**config.mk**
```make
export PLATFORM = sky130hd
export DESIGN_NAME = reset_sequencer
export DESIGN_NICKNAME = d
export VERILOG_FILES = /design/src/rtl/reset_sequencer_pkg.sv /design/src/rtl/reset_sequencer_debounce.sv /design/src/rtl/reset_sequencer.sv
export SDC_FILE = /design/constraint.sdc
export NUM_CORES = 1
export LEC_CHECK = 0
export BUFFER_PORTS_ARGS = -buffer_cell sky130_fd_sc_hd__buf_4
export CORE_UTILIZATION = 31
export DETAILED_ROUTE_END_ITERATION = 10
export GPL_ROUTABILITY_DRIVEN = 0
export PLACE_DENSITY = 0.44
export SETUP_SLACK_MARGIN = 0.2
export SLEW_MARGIN = 20
export SYNTH_ARGS = -nofsm -noshare
export SYNTH_HDL_FRONTEND = slang
export SYNTH_SLANG_ARGS = --single-unit
```
**constraint.sdc**
```tcl
create_clock -name clk -period 2.2 [get_ports clk]
set_input_delay 0.44 -clock clk [delete_from_list [all_inputs] [get_ports clk]]
set_output_delay 0.44 -clock clk [all_outputs]
set_load 0.05 [all_outputs]
```
**src/rtl/reset_sequencer_pkg.sv**
```systemverilog
// Shared definitions for the reset sequencer: FSM state encoding and a sizing helper.
// Latency: n/a (declarations only).
// Backpressure: n/a.
package reset_sequencer_pkg;

  typedef enum logic [1:0] {
    WAIT_LOCK = 2'd0,
    SETTLE    = 2'd1,
    RELEASE   = 2'd2,
    RUN       = 2'd3
  } seq_state_t;

  function automatic int max_int(input int a, input int b);
    return (a > b) ? a : b;
  endfunction

endpackage

```
**src/rtl/reset_sequencer_debounce.sv**
```systemverilog
// Two-flop synchroniser plus debounce filter for an active-low push-button.
// Latency: 2 sync cycles + DEBOUNCE_CYCLES consecutive differing samples per level change.
// Backpressure: none; free-running level filter.
//
// Ports:
//   clk, reset_n : clock and async active-low reset
//   raw_n        : raw, bouncing, asynchronous button level (0 = pressed)
//   level_n      : debounced level (0 = pressed), resets to released
module reset_sequencer_debounce #(
  parameter int DEBOUNCE_CYCLES = 250000
) (
  input  logic clk,
  input  logic reset_n,
  input  logic raw_n,
  output logic level_n
);

  localparam int CNT_W = $clog2(DEBOUNCE_CYCLES) + 1;
  localparam logic [CNT_W-1:0] TERM = CNT_W'(DEBOUNCE_CYCLES - 1);

  logic             sync1_q;
  logic             sync_q;
  logic             level_q;
  logic [CNT_W-1:0] cnt_q;

  always_ff @(posedge clk or negedge reset_n) begin
    if (!reset_n) begin
      sync1_q <= 1'b1;
      sync_q  <= 1'b1;
      level_q <= 1'b1;
      cnt_q   <= '0;
    end else begin
      sync1_q <= raw_n;
      sync_q  <= sync1_q;
      // Any sample agreeing with the accepted level restarts the run, so a
      // change is only taken after an unbroken run of differing samples.
      if (sync_q == level_q) begin
        cnt_q <= '0;
      end else if (cnt_q == TERM) begin
        level_q <= sync_q;
        cnt_q   <= '0;
      end else begin
        cnt_q <= cnt_q + 1'b1;
      end
    end
  end

  assign level_n = level_q;

endmodule

```
**src/rtl/reset_sequencer.sv**
```systemverilog
// Power-on / push-button reset generator: waits for PLL lock + settle, then releases outputs in index order.
// Latency: first output releases LOCK_CYCLES + STAGE_CYCLES edges after SETTLE entry; STAGE_CYCLES between bits.
// Backpressure: none; lock loss or button press aborts and re-asserts all outputs on the next edge.
//
// Ports:
//   clk, reset_n : clock and async active-low reset
//   pll_locked   : asynchronous PLL lock indication
//   button_n     : raw active-low reset push-button
//   rst_out_n    : sequenced active-low resets, bit k released after bit k-1
//   ready        : high once every rst_out_n bit is released
module reset_sequencer
  import reset_sequencer_pkg::*;
#(
  parameter int NUM_OUT         = 3,
  parameter int LOCK_CYCLES     = 1024,
  parameter int STAGE_CYCLES    = 256,
  parameter int DEBOUNCE_CYCLES = 250000
) (
  input  logic               clk,
  input  logic               reset_n,
  input  logic               pll_locked,
  input  logic               button_n,
  output logic [NUM_OUT-1:0] rst_out_n,
  output logic               ready
);

  localparam int CNT_W = $clog2(max_int(LOCK_CYCLES, STAGE_CYCLES)) + 1;
  localparam int STG_W = $clog2(NUM_OUT) + 1;

  localparam logic [CNT_W-1:0] LOCK_TERM  = CNT_W'(LOCK_CYCLES - 1);
  localparam logic [CNT_W-1:0] STAGE_TERM = CNT_W'(STAGE_CYCLES - 1);
  localparam logic [STG_W-1:0] LAST_STAGE = STG_W'(NUM_OUT - 1);

  logic lock_s1;
  logic lock_s;
  logic btn_db;
  logic seq_ok;

  seq_state_t         state_q, state_d;
  logic [CNT_W-1:0]   cnt_q, cnt_d;
  logic [STG_W-1:0]   stage_q, stage_d;
  logic [NUM_OUT-1:0] rst_q, rst_d;
  logic               ready_q, ready_d;

  always_ff @(posedge clk or negedge reset_n) begin
    if (!reset_n) begin
      lock_s1 <= 1'b0;
      lock_s  <= 1'b0;
    end else begin
      lock_s1 <= pll_locked;
      lock_s  <= lock_s1;
    end
  end

  reset_sequencer_debounce #(
    .DEBOUNCE_CYCLES(DEBOUNCE_CYCLES)
  ) u_debounce (
    .clk    (clk),
    .reset_n(reset_n),
    .raw_n  (button_n),
    .level_n(btn_db)
  );

  // Sequencing may only proceed while locked and the button is released.
  assign seq_ok = lock_s & btn_db;

  always_ff @(posedge clk or negedge reset_n) begin
    if (!reset_n) begin
      state_q <= WAIT_LOCK;
      cnt_q   <= '0;
      stage_q <= '0;
      rst_q   <= '0;
      ready_q <= 1'b0;
    end else begin
      state_q <= state_d;
      cnt_q   <= cnt_d;
      stage_q <= stage_d;
      rst_q   <= rst_d;
      ready_q <= ready_d;
    end
  end

  always_comb begin
    state_d = state_q;
    cnt_d   = cnt_q;
    stage_d = stage_q;
    rst_d   = rst_q;
    ready_d = ready_q;

    if (state_q != WAIT_LOCK && !seq_ok) begin
      // Abort outranks every state transition; partially released outputs
      // drop back together.
      state_d = WAIT_LOCK;
      cnt_d   = '0;
      stage_d = '0;
      rst_d   = '0;
      ready_d = 1'b0;
    end else begin
      case (state_q)
        WAIT_LOCK: begin
          rst_d   = '0;
          ready_d = 1'b0;
          if (seq_ok) begin
            state_d = SETTLE;
            cnt_d   = '0;
          end
        end
        SETTLE: begin
          if (cnt_q == LOCK_TERM) begin
            state_d = RELEASE;
            cnt_d   = '0;
            stage_d = '0;
          end else begin
            cnt_d = cnt_q + 1'b1;
          end
        end
        RELEASE: begin
          if (cnt_q == STAGE_TERM) begin
            for (int i = 0; i < NUM_OUT; i++) begin
              if (stage_q == STG_W'(i)) rst_d[i] = 1'b1;
            end
            cnt_d = '0;
            if (stage_q == LAST_STAGE) begin
              state_d = RUN;
              ready_d = 1'b1;
            end else begin
              stage_d = stage_q + 1'b1;
            end
          end else begin
            cnt_d = cnt_q + 1'b1;
          end
        end
        RUN: begin
          rst_d   = '1;
          ready_d = 1'b1;
        end
        default: state_d = WAIT_LOCK;
      endcase
    end
  end

  assign rst_out_n = rst_q;
  assign ready     = ready_q;

endmodule

```
==> metrics.yaml, run 1 <==
ant_nets: 0
grt_max_degree: 44
grt.total_usage_pct: 12.5
ys_warn_count: 0
initial_core_util_pct: 32.0
endpoint_kind: "register"
final_common_cell: "dfrtp_1"
cts_hold_buf: 0
synthTopCellsByArea: "dfrtp_1 43%, xnor2_1 6.1%, nor2_1 5.5%, ha_1 5.4%, dfstp_2 3.4%"
synth_edf_count: 0
antenna_found_initial: 0
synth.distinct_cells: 50
synthArstFlopShare_pct: 100
yosysTopAreaCell: "dfrtp_1"
overflow: 0
startpoint_type: "register"
clock_skew_ps: 9.68
p_int_mw: 1.15
p_sw_share_pct: 21.2
dominantRegCellSynth: "dfrtp_1"
cts_inserted_buffers: 5
cts_tree: "done"
worstHoldPathType: "input port to async pin"
area_growth_pct: 14.6
final_nets: 264
wire_per_inst_um: 13.0
slew_violations: 0
drt_iter0_drc: 149
cp.required_ps: 2390
worst_slew_pin_slew_ps: 565
syn-cell-area_um2: 2310
hold_viol: 0
netlist_instances: 237
num_io_pins: 8
routed_via_density: 4.79
num_vias: 1676
clock_sinks: 43
ys_seq_area_share_pct: 46.7
cp_max_fo: 6
grt_setup_unrepaired: "false"
die_h_um: 88.3
leakagePower_nw: 1.07
ys_ff_latch: 43
fin_setup_tns_ps: 0
fmax_mhz: 528
die_x_um: 88.3
seq_power_share_pct: 55.2
grt_pass1_wl_um: 7480
power_frac_comb_pct: 2.6
fin_util_pct: 36.7
status: "finished, final reports clean"
peakVddDrop_mv: 0.187
setup_viol: 0
cts_root_buf: "clkbuf_8"
drc: 0
yosysTopAreaCellShare_pct: 43.3
finish.cell_count_without_fillers: 350
fin_crit_sh_pct: 86.1
floorplan.rows: 31
finalWirelength_um: 4560
pwr-share-clk_pct: 42.2
synthesis.nets: 251
hold_ws_ps: 122
fill_cells: 746
die-area_um2: 7800
drive_gt1_share_pct: 16.7
drtPass1Iterations: 4
syn_area_per_cell_um2: 9.75
r2r_slack_ps: 310
port_buffers: 7
p_switching_uw: 309
dpl.cell_count: 341
clock_latency_ps: 300
core_um2: 7210
grt_pass1_vias: 1527
drv_cap: 0
critPathArrivalTime_ps: 2090
diodes: 0
worstSetupPathType: "register to register"
dp_hpwl_um: 3070
slew_headroom_pct: 62.3
h-tree-depth: 2
period_minus_slack_ps: 1890
final_cell_mix: "38 x dfrtp_1, 34 x nor2_1, 21 x nand2_1"
path_clk_slew_ps: 90
power_density_nw_per_um2: 552
cts_buffer_depth: 2
## routing by layer
metal	share of wire (%)	vias up	track usage (%)	wire length, um
met1	54	791	18.8	2480
li1	-	851	-	-
met5	0	-	0	0
met4	1.6	0	4.84	75
met2	41	28	17.0	1850
met3	3.5	6	3.08	162
## Yosys cell counts (2+ instances only)
cell      instances
o311ai_0          2
nor2b_1           2
o21a_1            3
inv_1            10
xor2_1            8
nand2b_1          3
a31oi_1           6
or2_2             2
nand4b_1          2
nand3_1          11
and4_1            2
nor4b_1           2
mux2_2            2
nor3_1            9
nor2_1           34
clkbuf_1          4
xnor2_1          16
dfrtp_1          40
and3_1            3
nand4_1           6
o21ai_0           6
ha_1             10
a21oi_1           5
nand2_1          21
dfstp_2           3
## worst max-delay path, stage by stage (launching register included)
cell,delay [ps]
dfrtp_2,460
inv_1,130
ha_2,230
nor3_1,50
mux2_2,260
a31o_2,230
or2_0,220
a32o_1,210
## final timing paths
| check | endpoint | depth (start not counted) | start |
|---|---|---|---|
| max reg2reg | state_q[1] | 7 | state_q[1] |
| min reg2reg | lock_s | 0 | lock_s1 |
| max in group asynchronous | state_q[1] | 1 | reset_n |
| max | state_q[1] | 7 | state_q[1] |
| min in group clk | lock_s1 | 1 | pll_locked |
| min | u_debounce.cnt_q[7] | 1 | reset_n |
## through the flow
step	setup slack (ps)	instance area [um2]	power (mW)
after floorplan	265	2310	0.839
after global placement	275	2480	0.862
after detailed placement	248	2480	0.862
after CTS	240	2590	1.49
after global routing	185	2650	1.53
final	305	2650	1.46
## what timing repair did
action / 4_1_cts / 5_1_grt
setup endpoints to repair: 0 / 24
gates resized for setup: 0 / 13
buffers inserted: 0 / 1
## flip-flops by register name (all words and copies together) (netlist names)
| register | cells |
|---|---|
| u_debounce.sync1_q | 1 |
| lock_s | 1 |
| cnt_q | 11 |
| lock_s1 | 1 |
| u_debounce.sync_q | 1 |
| stage_q | 3 |
| u_debounce.cnt_q | 19 |
| u_debounce.level_n | 1 |
| state_q | 2 |
| rst_out_n | 3 |
## cell type report
type,instances,area [um2],area share [%]
flip-flops and latches,43,1080,40.9
well taps,99,124,4.68
clock inverters,1,30.0,1.13
repair buffers,13,110,4.16
clock buffers,7,76.3,2.88
multi-input cells,177,1190,44.8
inverters,10,37.5,1.42
## power by group through the flow
stage | Clock, mW | Combinational (mW) | Sequential, mW
detailed placement | 0 | 0.0408 | 0.822
global route | 0.676 | 0.0437 | 0.808
finish | 0.617 | 0.0383 | 0.806
floorplan | 0 | 0.0182 | 0.820
CTS | 0.647 | 0.0407 | 0.806
global placement | 0 | 0.0401 | 0.822
## cells by family after synthesis
family,count (synthesis),share of synthesized area (%)
muxes,2,0.975
and+or+nand+nor,110,24.8
xor gates and xnor gates,24,9.10
buffers and inverters,17,3.95
AOI/OAI and AO/OA,31,9.05
adders and majority gates,10,5.42
DFF,43,46.7
(Power assumes the default switching activity.)
==> inputs of run 2 (changes only) <==
--- a/config.mk
+++ b/config.mk
@@ -9,7 +9,7 @@
 export CORE_UTILIZATION = 31
 export DETAILED_ROUTE_END_ITERATION = 10
 export GPL_ROUTABILITY_DRIVEN = 0
-export PLACE_DENSITY = 0.44
+export PLACE_DENSITY = 0.46
 export SETUP_SLACK_MARGIN = 0.2
 export SLEW_MARGIN = 20
 export SYNTH_ARGS = -nofsm -noshare
==> run 2 against run 1 <==
Net effect: power increased by 8.5%; highest routed layer unchanged; count of clock-buffer cells in the layout decreased by 2; largest cell class unchanged; critical endpoint is now state_q[0]; worst hold slack got worse by 4.7 ps.
==> metrics.yaml, run 2 (same netlist as run 1, synthesis figures left out) <==
status: "finished, final reports clean"
slew_violations: 0  # unchanged
drv_cap: 0  # unchanged
largest_register_ffs: 19  # unchanged
critical_path_buf_inv_count: 1  # unchanged
regArea_um2: 1080  # -0.12%
cts_buffer_depth: 2  # unchanged
fmax_mhz: 520  # -1.5%
diodes: 0  # unchanged
hold_viol: 0  # unchanged
initial_core_util_pct: 32.0  # unchanged
worstSetupPathType: "register to register"
num_io_pins: 8  # unchanged
top_register: "u_debounce.cnt_q"
grt_max_degree: 44  # unchanged
drive_gt1_share_pct: 16.3  # -0.40 points
die_x_um: 88.3  # unchanged
finalWirelength_um: 4430  # -2.9%
wire_per_inst_um: 12.7  # -2.9%
peakVddDrop_mv: 0.225  # +20%
cp_max_fo: 6  # unchanged
cts_setup_buffers: 0  # unchanged
r2r_slack_ps: 280  # -30 ps
worst_path_largest_cell_delay_ps: 430  # -30 ps
final_common_cell: "dfrtp_1"
port_buffers: 7  # unchanged
final_nets: 264  # unchanged
cts_inserted_buffers: 5  # unchanged
fin_crit_sh_pct: 87.4  # +1.3 points
grt_pass1_vias: 1650  # +8.1%
drt_iter0_drc: 74  # -50%
clock_sinks: 43  # unchanged
antenna_found_initial: 0  # unchanged
leakagePower_nw: 1.08  # +1.2%
dp_hpwl_um: 3070  # about the same
die-area_um2: 7800  # unchanged
fill_cells: 747  # +0.13%
setup_viol: 0  # unchanged
cts_root_buf: "clkbuf_8"
path_delay_family: "compound AO/OA/AOI/OAI gates"
final_cell_mix: "39 x dfrtp_1, 34 x nor2_1, 21 x nand2_1"
drc: 0  # unchanged
period_minus_slack_ps: 1920  # +28.2 ps
fin_setup_tns_ps: 0  # unchanged
overflow: 0  # unchanged
crit-reg2reg-launch: "state_q[0]"
reg_top3: "u_debounce.cnt_q x19, cnt_q x11"
cp.required_ps: 2370  # -20 ps
multiInputGateArea_um2: 1160  # -1.9%
floorplan.rows: 31  # unchanged
worst_slew_pin_slew_ps: 550  # -15.0 ps
grt_pass1_wl_um: 7890  # +5.4%
fin_util_pct: 36.8  # +0.087 points
grt_setup_unrepaired: "true"
core_um2: 7210  # unchanged
endpoint_kind: "register"
cp_slowest_cell: "dfrtp_1"
h-tree-depth: 2  # unchanged
grt.total_usage_pct: 13.3  # +0.77 points
die_h_um: 88.3  # unchanged
drtPass1Iterations: 4  # unchanged
num_vias: 1688  # +0.72%
slew_headroom_pct: 63.3  # +1.0 points
worstRegToRegCells: 7  # unchanged
ant_nets: 0  # unchanged
cts_tree: "done"
r2r-end: "state_q[0]"
startpoint_type: "register"
path_cells: "inv_1 -> ha_2 -> nor3_1 -> mux2_2 -> a31o_2 -> o311ai_0 -> o21ai_0"
path_clk_slew_ps: 90  # about the same
clock_latency_ps: 300  # about the same
worstHoldPathType: "input port to async pin"
clock_skew_ps: 11.8  # +2.08 ps
routed_via_density: 4.82  # +0.72%
area_growth_pct: 14.8
power_density_nw_per_um2: 598  # +8.3%
critPathArrivalTime_ps: 2100  # about the same
[run 2: cell count changes in the layout (fill, tap and decap cells not counted), sizes merged]
cell / delta
clkbuf: -2
bufinv: +1
clkinvlp: +1
[run 2: final cells by class]
cell class	instances	area share, %
inverter	10	1.42
timing repair buffer	13	4.15
clock inverter	3	2.55
multi-input combinational	177	43.9
tap	99	4.67
sequential	43	40.8
clock buffer	5	2.59
[run 2: power by group]
group          switching (mW)  total, mW  internal, mW  leakage [nW]
clock                   0.289      0.741         0.453        0.0644
combinational          0.0254     0.0375        0.0122         0.434
sequential            0.00713      0.807         0.799         0.582
[run 2: worst max path at each step]
stage,from,cells past startpoint,slack (ps),end
detailed placement,state_q[0],7,250,state_q[0]
CTS,state_q[0],7,250,state_q[0]
floorplan,state_q[0],8,260,state_q[0]
global route,state_q[0],7,130,state_q[0]
finish,state_q[0],7,280,state_q[0]
global placement,state_q[1],7,270,state_q[0]
[run 2: per-layer routing]
metal,vias up,wire length (um),GRT usage (%)
li1,843,-,-
met1,827,2250,17.4
met2,12,2000,21.0
met3,6,89,2.80
met4,0,91,6.16
met5,-,0,0
[run 2: through the flow]
stage | cells | cell area [um2] | total power [mW] | hold WS (ps) | worst slack [ps]
2_1_floorplan | 237 | 2310 | 0.839 | 144 | 265
5_1_grt | 350 | 2650 | 1.66 | 155 | 134
3_3_place_gp | 342 | 2490 | 0.862 | 335 | 271
3_5_place_dp | 342 | 2490 | 0.862 | 348 | 252
6_report | 350 | 2650 | 1.59 | 117 | 277
4_1_cts | 350 | 2630 | 1.62 | 135 | 245
[run 2: what timing repair did]
item,CTS,global route
resized for setup,0,8
hold buffers,0,0
endpoints found under the setup margin,0,31
